## src/rtl/popcount_pkg.sv

```systemverilog
// Shared definitions for the popcount accumulator slice.
//
// Contents:
//   DEF_CNT_WIDTH / DEF_WINDOW : default incoming count width and window length
//   popcount_stat_t            : {sum, max, words} window statistics record,
//                                sized for the default parameters (CSR side)
//   out_state_t                : output register state (EMPTY / FULL)
package popcount_pkg;

  localparam int DEF_CNT_WIDTH  = 5;
  localparam int DEF_WINDOW     = 16;
  localparam int DEF_SUM_WIDTH  = DEF_CNT_WIDTH + $clog2(DEF_WINDOW);
  localparam int DEF_WCNT_WIDTH = $clog2(DEF_WINDOW) + 1;

  typedef struct packed {
    logic [DEF_SUM_WIDTH-1:0]  sum;
    logic [DEF_CNT_WIDTH-1:0]  max;
    logic [DEF_WCNT_WIDTH-1:0] words;
  } popcount_stat_t;

  typedef enum logic {
    OUT_EMPTY = 1'b0,
    OUT_FULL  = 1'b1
  } out_state_t;

endpackage

```

## src/rtl/popcount_window_acc.sv

```systemverilog
// Window accumulator datapath and close detection.
//
// Accumulates sum, peak and word count of valid input counts. When the
// window closes (WINDOW words reached, or an effective flush) it raises
// close_o combinationally in that cycle, with stat_o carrying the final
// values including the current word, and clears the accumulator at the
// same edge so the next word starts a fresh window.
//
// Ports:
//   clk_i       : clock
//   srst_i      : synchronous active-high reset, discards a partial window
//   data_i      : popcount of one word
//   data_val_i  : data_i qualifier
//   flush_i     : close the current window early
//   close_o     : window closes this cycle
//   stat_o      : final {sum, max, words} of the closing window
module popcount_window_acc
  import popcount_pkg::*;
#(
  parameter int  CNT_WIDTH = DEF_CNT_WIDTH,
  parameter int  WINDOW    = DEF_WINDOW,
  parameter type stat_t    = popcount_stat_t
) (
  input  logic                 clk_i,
  input  logic                 srst_i,
  input  logic [CNT_WIDTH-1:0] data_i,
  input  logic                 data_val_i,
  input  logic                 flush_i,
  output logic                 close_o,
  output stat_t                stat_o
);

  localparam int SUM_WIDTH  = CNT_WIDTH + $clog2(WINDOW);
  localparam int WCNT_WIDTH = $clog2(WINDOW) + 1;

  logic [SUM_WIDTH-1:0]  acc_sum, sum_next;
  logic [CNT_WIDTH-1:0]  acc_max, max_next;
  logic [WCNT_WIDTH-1:0] acc_cnt, cnt_next;

  // Next values include the current word, so the closing word is part of
  // the reported window.
  always_comb begin
    sum_next = acc_sum;
    max_next = acc_max;
    cnt_next = acc_cnt;
    if (data_val_i) begin
      sum_next = acc_sum + SUM_WIDTH'(data_i);
      if (data_i > acc_max) begin
        max_next = data_i;
      end
      cnt_next = acc_cnt + WCNT_WIDTH'(1);
    end
    // A flush with nothing accumulated and no incoming word is ignored.
    close_o = (data_val_i && (cnt_next == WCNT_WIDTH'(WINDOW))) ||
              (flush_i && ((acc_cnt != '0) || data_val_i));
    stat_o       = '0;
    stat_o.sum   = sum_next;
    stat_o.max   = max_next;
    stat_o.words = cnt_next;
  end

  always_ff @(posedge clk_i) begin
    if (srst_i || close_o) begin
      acc_sum <= '0;
      acc_max <= '0;
      acc_cnt <= '0;
    end else begin
      acc_sum <= sum_next;
      acc_max <= max_next;
      acc_cnt <= cnt_next;
    end
  end

endmodule

```

## src/rtl/popcount_accumulator.sv

```systemverilog
// Windowed popcount accumulator with a valid/ready result register.
//
// Handshake: sum_val_o/sum_ready_i follow valid/ready semantics -- a result
// transfers on a cycle where both are high; while sum_val_o is high and
// sum_ready_i low, sum_o/max_o/words_o hold steady; sum_ready_i is ignored
// while sum_val_o is low. Input side (data_val_i) has no backpressure: a
// window closing while an unaccepted result is held is dropped and
// overrun_o pulses for one cycle.
//
// Ports:
//   clk_i       : clock
//   srst_i      : synchronous active-high reset
//   data_i      : popcount of one word (CNT_WIDTH)
//   data_val_i  : data_i valid
//   flush_i     : close the current window early
//   sum_o       : sum of counts in the closed window (SUM_WIDTH)
//   max_o       : largest single count in the window (CNT_WIDTH)
//   words_o     : words in the window, 1..WINDOW (WCNT_WIDTH)
//   sum_val_o   : result valid
//   sum_ready_i : consumer accepts the result
//   overrun_o   : one-cycle pulse when a closed window was dropped
module popcount_accumulator
  import popcount_pkg::*;
#(
  parameter int CNT_WIDTH = DEF_CNT_WIDTH,
  parameter int WINDOW    = DEF_WINDOW,
  localparam int SUM_WIDTH  = CNT_WIDTH + $clog2(WINDOW),
  localparam int WCNT_WIDTH = $clog2(WINDOW) + 1
) (
  input  logic                  clk_i,
  input  logic                  srst_i,
  input  logic [CNT_WIDTH-1:0]  data_i,
  input  logic                  data_val_i,
  input  logic                  flush_i,
  output logic [SUM_WIDTH-1:0]  sum_o,
  output logic [CNT_WIDTH-1:0]  max_o,
  output logic [WCNT_WIDTH-1:0] words_o,
  output logic                  sum_val_o,
  input  logic                  sum_ready_i,
  output logic                  overrun_o
);

  // Same layout as popcount_stat_t, sized for this instance's parameters.
  typedef struct packed {
    logic [SUM_WIDTH-1:0]  sum;
    logic [CNT_WIDTH-1:0]  max;
    logic [WCNT_WIDTH-1:0] words;
  } stat_t;

  logic       close;
  stat_t      stat;
  stat_t      res_q;
  out_state_t state_q, state_d;
  logic       load;
  logic       overrun_d, overrun_q;

  popcount_window_acc #(
    .CNT_WIDTH (CNT_WIDTH),
    .WINDOW    (WINDOW),
    .stat_t    (stat_t)
  ) u_acc (
    .clk_i      (clk_i),
    .srst_i     (srst_i),
    .data_i     (data_i),
    .data_val_i (data_val_i),
    .flush_i    (flush_i),
    .close_o    (close),
    .stat_o     (stat)
  );

  always_comb begin
    state_d   = state_q;
    load      = 1'b0;
    overrun_d = 1'b0;
    case (state_q)
      OUT_EMPTY: begin
        if (close) begin
          load    = 1'b1;
          state_d = OUT_FULL;
        end
      end
      OUT_FULL: begin
        if (close && sum_ready_i) begin
          // Held result leaves as the new one arrives: no bubble.
          load = 1'b1;
        end else if (close) begin
          // Held result has priority; the new window is lost.
          overrun_d = 1'b1;
        end else if (sum_ready_i) begin
          state_d = OUT_EMPTY;
        end
      end
      default: state_d = OUT_EMPTY;
    endcase
  end

  always_ff @(posedge clk_i) begin
    if (srst_i) begin
      state_q   <= OUT_EMPTY;
      res_q     <= '0;
      overrun_q <= 1'b0;
    end else begin
      state_q   <= state_d;
      overrun_q <= overrun_d;
      if (load) begin
        res_q <= stat;
      end
    end
  end

  assign sum_o     = res_q.sum;
  assign max_o     = res_q.max;
  assign words_o   = res_q.words;
  assign sum_val_o = (state_q == OUT_FULL);
  assign overrun_o = overrun_q;

endmodule

```

## config.mk

```make
export PLATFORM = sky130hd
export DESIGN_NAME = popcount_accumulator
export DESIGN_NICKNAME = d
export VERILOG_FILES = /design/src/rtl/popcount_pkg.sv /design/src/rtl/popcount_window_acc.sv /design/src/rtl/popcount_accumulator.sv
export SDC_FILE = /design/constraint.sdc
export NUM_CORES = 1
export LEC_CHECK = 0
export ABC_AREA = 0
export ABC_CLOCK_PERIOD_IN_PS = 2400
export CELL_PAD_IN_SITES_DETAIL_PLACEMENT = 1
export CELL_PAD_IN_SITES_GLOBAL_PLACEMENT = 1
export CORE_MARGIN = 2
export CORE_UTILIZATION = 40
export CTS_CLUSTER_SIZE = 10
export DETAILED_ROUTE_END_ITERATION = 7
export PLACE_DENSITY = 0.86
export SLEW_MARGIN = 20
export SYNTH_ARGS = -nofsm -noshare
export SYNTH_HDL_FRONTEND = slang
export SYNTH_SLANG_ARGS = --single-unit
```

## constraint.sdc

```tcl
create_clock -name clk_i -period 2.4 [get_ports clk_i]
set_clock_uncertainty 0.05 [all_clocks]
set_input_delay 0.36 -clock clk_i [delete_from_list [all_inputs] [get_ports clk_i]]
set_output_delay 0.36 -clock clk_i [all_outputs]
set_load 0.005 [all_outputs]
```

; ---- Yosys cells after proc, flatten, opt, wreduce, memory -nomap -nowiden
; Index checks and enable logic that the tools add are counted.
[op_classes]
addsub = 2
mul = 0
n_div = 0
n_lt_le_gt_ge = 1
n_eq_ne = 1
shifts = 0
n_mux = 11
bitwise = 1
reduce_logical = 8
[ops]
columns = operator, n
row1 = 2-to-1 mux 5 bit, 3
row2 = adder 9 x 5 -> 9 bit, 1
row3 = 2-to-1 mux 9 bit, 1
row4 = "adder 5 x 1 -> 5 bit, second input constant", 1
row5 = "equality test 5 bit, second input constant", 1
row6 = > comparator 5 bit, 1
row7 = 2-to-1 mux 1 bit, 5
row8 = nonzero test 5 bit, 1
row9 = one-hot mux 1 bit (2 select lines), 2
row10 = logical AND 1 bit, 3
row11 = logical OR 1 bit, 3
row12 = OR reduction 3 bit, 1
row13 = NOT 1 bit, 1
[totals]
ff_bits = 40
latch_bits = 0
ram_bits = 0
rom_bits = 0
in_bits = 10
output_inout_bits = 21
word_cells = 32
mem_count = 0

; ---- Depth between registers and ports, before layout
[depth]
word_depth = 8
ltp_mapped = 8
ltp_nobuf = 7

; ---- By module
; From an unflattened synthesis, not the netlist that was laid out.
[unflattened]
cells_unflattened = 255
hier_area_um2 = 2357.3
[modules_own_cells]
columns = mod, n_inst, cells_each, area_per_inst_um2, seq_area_each_um2
row1 = popcount_window_acc, 1, 166, 1426.4, 380.4
row2 = popcount_accumulator, 1, 89, 930.9, 420.4

; ---- Least setup slack after synthesis
; No wires, ideal clock.
[synth_path]
path_type = input to register
start = input port data_i[0]
end = register res_q, in the netlist sum_o[6]
setup_ns = 0.086
t_arrival_ns = 1.823
required_time_ns = 2.264
path_slack_ns = 0.441
cell_stages = 7
n_path_buf = 0
cell_sequence = ha_1 -> fa_1 -> a211oi_1 -> nor2_1 -> o211a_1 -> xnor2_1 -> a211oi_1
[synth_between]
elab_chain_len = 2
[synth_rtl]
columns = item, line_no
row1 = "start, declared", popcount_accumulator.sv:32  ; input logic [CNT_WIDTH-1:0] data_i,
row2 = adder 9 x 5 -> 9 bit, popcount_window_acc.sv:47  ; sum_next = acc_sum + SUM_WIDTH'(data_i);
row3 = 2-to-1 mux 9 bit, popcount_window_acc.sv:46  ; if (data_val_i) begin
row4 = "end signal, assigned", popcount_accumulator.sv:106  ; res_q <= stat;
row5 = "end, declared", popcount_accumulator.sv:52  ; stat_t res_q;
; Every way passes these cells.
; A chain may end at the register's enable or synchronous reset.

; ---- Worst setup path in the final report
[layout_path]
start = input port data_i[2]
end = register res_q, in the netlist max_o[4]
[layout_between]
elab_chain_len = 3
[layout_rtl]
columns = item, line_no
row1 = > comparator 5 bit, popcount_window_acc.sv:48  ; if (data_i > acc_max) begin
row2 = 2-to-1 mux 5 bit, popcount_window_acc.sv:48
row3 = 2-to-1 mux 5 bit, popcount_window_acc.sv:46
; Every way passes these cells.

==> impl_metrics.tcl <==
set metrics [dict create \
    wirelength_mm 5.21 \
    tightest_slew_ps 384 \
    synth_compound_area_frac 0.174 \
    layout_commonest_cell "nor2_1" \
    n_antenna_cell 0 \
    dp.cells 300 \
    area_growth_pct 30.3 \
    synthMuxAreaShare 0.0528 \
    rows 25 \
    crit_slowest_cell "clkdlybuf4s50_1" \
    ys_warn_count 0 \
    timing.final.hold_violations 0 \
    r2r_start "u_acc.acc_cnt[0]" \
    core_mm2 0.00466 \
    port_buffers 30 \
    critPathLaunchType "input pin" \
    synth-simple-area-share 0.159 \
    antenna_found_initial 0 \
    vias 1684 \
    cts_buffer_depth 2 \
    fillCellCount 551 \
    wl_per_cell_um 16.9 \
    dieArea_mm2 0.00531 \
    synth_top_family_by_area "compound AO/OA/AOI/OAI gates" \
    cp-end-kind "flip-flop" \
    cp_top_family "compound AO/OA/AOI/OAI gates" \
    synth_top_area_share 0.422 \
    cap_violations 0 \
    period_share 0.950 \
    fp.dieH_um 72.8 \
    worstPathRequired_ps 2540 \
    synth.area.top_cells "dfxtp_1 (42%), nor2_1 (8.7%), a211oi_1 (7.9%)" \
    setup_violations 0 \
    synthAdderAreaFrac 0.0898 \
    grt_max_degree 27 \
    rsz0062_at_grt "false" \
    endpoint "max_o[4]" \
    stdcell_count 308 \
    track_usage 0.207 \
    synthCells 207 \
    pwr-share-comb 0.224 \
    final_layout_size_suffix_gt1_frac 0.130 \
    r2r_slack_ps 220 \
    drv_slew 0 \
    vias_per_cell 5.47 \
    grt_pass1_vias 1728 \
    r2r-end "max_o[4]" \
    clk_pin_slew_ps 70 \
    drc 0 \
    power.internal_w 0.00108 \
    crit_fanout 3 \
    pre_cts_ws_ps -293 \
    postRouteAntennaNets 0 \
    power_frac_seq 0.488 \
    dpl_cell_area_mm2 0.00236 \
    die_width_um 72.8 \
    async_reset_ff_frac 0 \
    yosysSeqAreaShare 0.422 \
    io_pins 31 \
    synth_edf_count 0 \
    htree_levels 2 \
    mappedNetlistArea_mm2 0.00190 \
    critPathArrivalTime_ps 2420 \
    final_cell_mix "nor2_1 (44), dfxtp_1 (40), clkdlybuf4s50_1 (29), a211oi_1 (18), buf_4 (18)" \
    cp_num_buf_inv 2 \
    synth_top_area_cell "dfxtp_1" \
    ys.flop_type "dfxtp_1" \
    ys_types 39 \
    period_minus_slack_ps 2280 \
    final_cell_area_mm2 0.00247 \
    slowest_delay_ps 510 \
    grt_pass1_wl_mm 8.39 \
    p_leak_nw 0.992 \
    max_freq_mhz 439 \
    setup_slack_ps 121 \
    clock-sinks 40 \
    hold_class "flip-flop to flip-flop" \
    synth_seq_cells 40 \
    path_depth 8 \
    cts_tree "built" \
    initial_core_util 0.407 \
    numCtsBuffers 5 \
    place_hpwl_mm 3.67 \
    critical_path_class "input pin to flip-flop" \
    slew_headroom 0.742 \
    cts-root-buf "clkbuf_8" \
    max-vdd-ir-drop_uv 299 \
    synth_xor_area_frac 0.0416 \
    drtIter0Drc 72 \
    outcome "completed" \
    nets 277 \
    critPathLaunch "data_i[2]" \
    power_density_mw_per_mm2 608 \
    crit_chain "clkdlybuf4s50_1 > ha_1 > o21ai_0 > a21oi_1 > o31a_1 > buf_4 > mux2i_1 > a211oi_1" \
    switchingPower_w 0.000425 \
    synth_nets 230 \
    switching_share 0.283 \
    pwr-share-clk 0.288 \
    clk_latency_ps 300 \
    reg2regPathDepth 7 \
    gr-total-overflow 0 \
    first_pass_iters 4 \
    routabilityCongestion 0.787 \
    syn_avg_cell_area_um2 9.16 \
]
==> per-layer routing <==
metal | vias up | global-route usage | wire [um]
met3 | 10 | 0.0483 | 138
li1 | 833 | - | -
met4 | 0 | 0.0638 | 100
met1 | 816 | 0.244 | 2280
met5 | - | 0 | 0
met2 | 25 | 0.372 | 2690
==> power groups by stage <==
stage / clock network [W] / registers (W) / logic, W
4_1_cts: 0.000442 / 0.000732 / 0.000334
2_1_floorplan: 0 / 0.000746 / 0.000176
3_5_place_dp: 0 / 0.000747 / 0.000327
5_1_grt: 0.000465 / 0.000737 / 0.000370
3_3_place_gp: 0 / 0.000745 / 0.000311
6_report: 0.000432 / 0.000732 / 0.000336
==> cell usage after synthesis (2+ instances only) <==
cell type	number
nor2b_1	2
inv_1	11
buf_2	3
mux2i_1	10
a211oi_1	20
nand2_1	5
nor3_1	4
dfxtp_1	40
xnor2_1	4
nand4_1	3
xor2_1	5
nor2_1	44
o211ai_1	2
buf_6	3
clkbuf_1	2
ha_1	12
nand2b_1	2
a21o_1	2
o21ai_0	6
a21oi_1	6
o31a_1	2
a31oi_1	2
==> worst min-delay path by stage <==
stage | slack, ps | to | cells past startpoint | from
after detailed placement | 440 | sum_o[2] | 2 | sum_o[2]
after global routing | 480 | words_o[1] | 2 | words_o[1]
after global placement | 430 | sum_o[2] | 2 | sum_o[2]
after floorplan | 390 | overrun_o | 1 | srst_i
after CTS | 460 | sum_o[3] | 2 | sum_o[3]
final | 450 | sum_o[3] | 2 | sum_o[3]
==> kinds of logic after synthesis <==
group | count (synthesis)
AOI/OAI and AO/OA | 46
xor gates and xnor gates | 9
adders and majority gates | 13
buffers and inverters | 22
DFF | 40
muxes | 10
and+or+nand+nor | 67
==> worst reg2reg max path: cells and delay by family (launching register included) <==
family | cells | cell delay (ps)
AOI/OAI and AO/OA | 2 | 580
adders and majority gates | 1 | 330
buffers and inverters | 2 | 300
DFF | 1 | 430
and+or+nand+nor | 2 | 380
==> cell type report <==
cell class / count / area, um^2 / share of cell area
Clock buffer: 6 / 72.6 / 0.0294
Clock inverter: 1 / 5.00 / 0.00203
Inverter: 12 / 45.0 / 0.0182
Multi-Input combinational cell: 145 / 1000 / 0.405
Sequential cell: 40 / 801 / 0.324
Tap cell: 54 / 67.6 / 0.0274
Timing Repair Buffer: 50 / 478 / 0.194
==> registers in the layout, indices dropped and copies added, names as in the netlist <==
name           flops
u_acc.acc_max      5
u_acc.acc_cnt      5
u_acc.acc_sum      9
sum_o              9
words_o            5
max_o              5
sum_val_o          1
overrun_o          1
==> stage by stage <==
step | util | TNS (ps) | power [W] | hold slack (ps)
floorplan | - | 0 | 0.000922 | 389
global placement | 0.507 | -437 | 0.00106 | 430
detailed placement | 0.507 | -1980 | 0.00107 | 443
CTS | 0.525 | 0 | 0.00151 | 457
global route | 0.530 | 0 | 0.00157 | 477
finish | 0.530 | 0 | 0.00150 | 454
==> timing repair <==
item | 4_1_cts | 5_1_grt
buffers inserted | 0 | 1
gates resized for setup | 1 | 4
pin swaps | 0 | 1
hold buffers | 0 | 0
endpoints found under the setup margin | 1 | 3
Power figures use the tool's default switching activity.
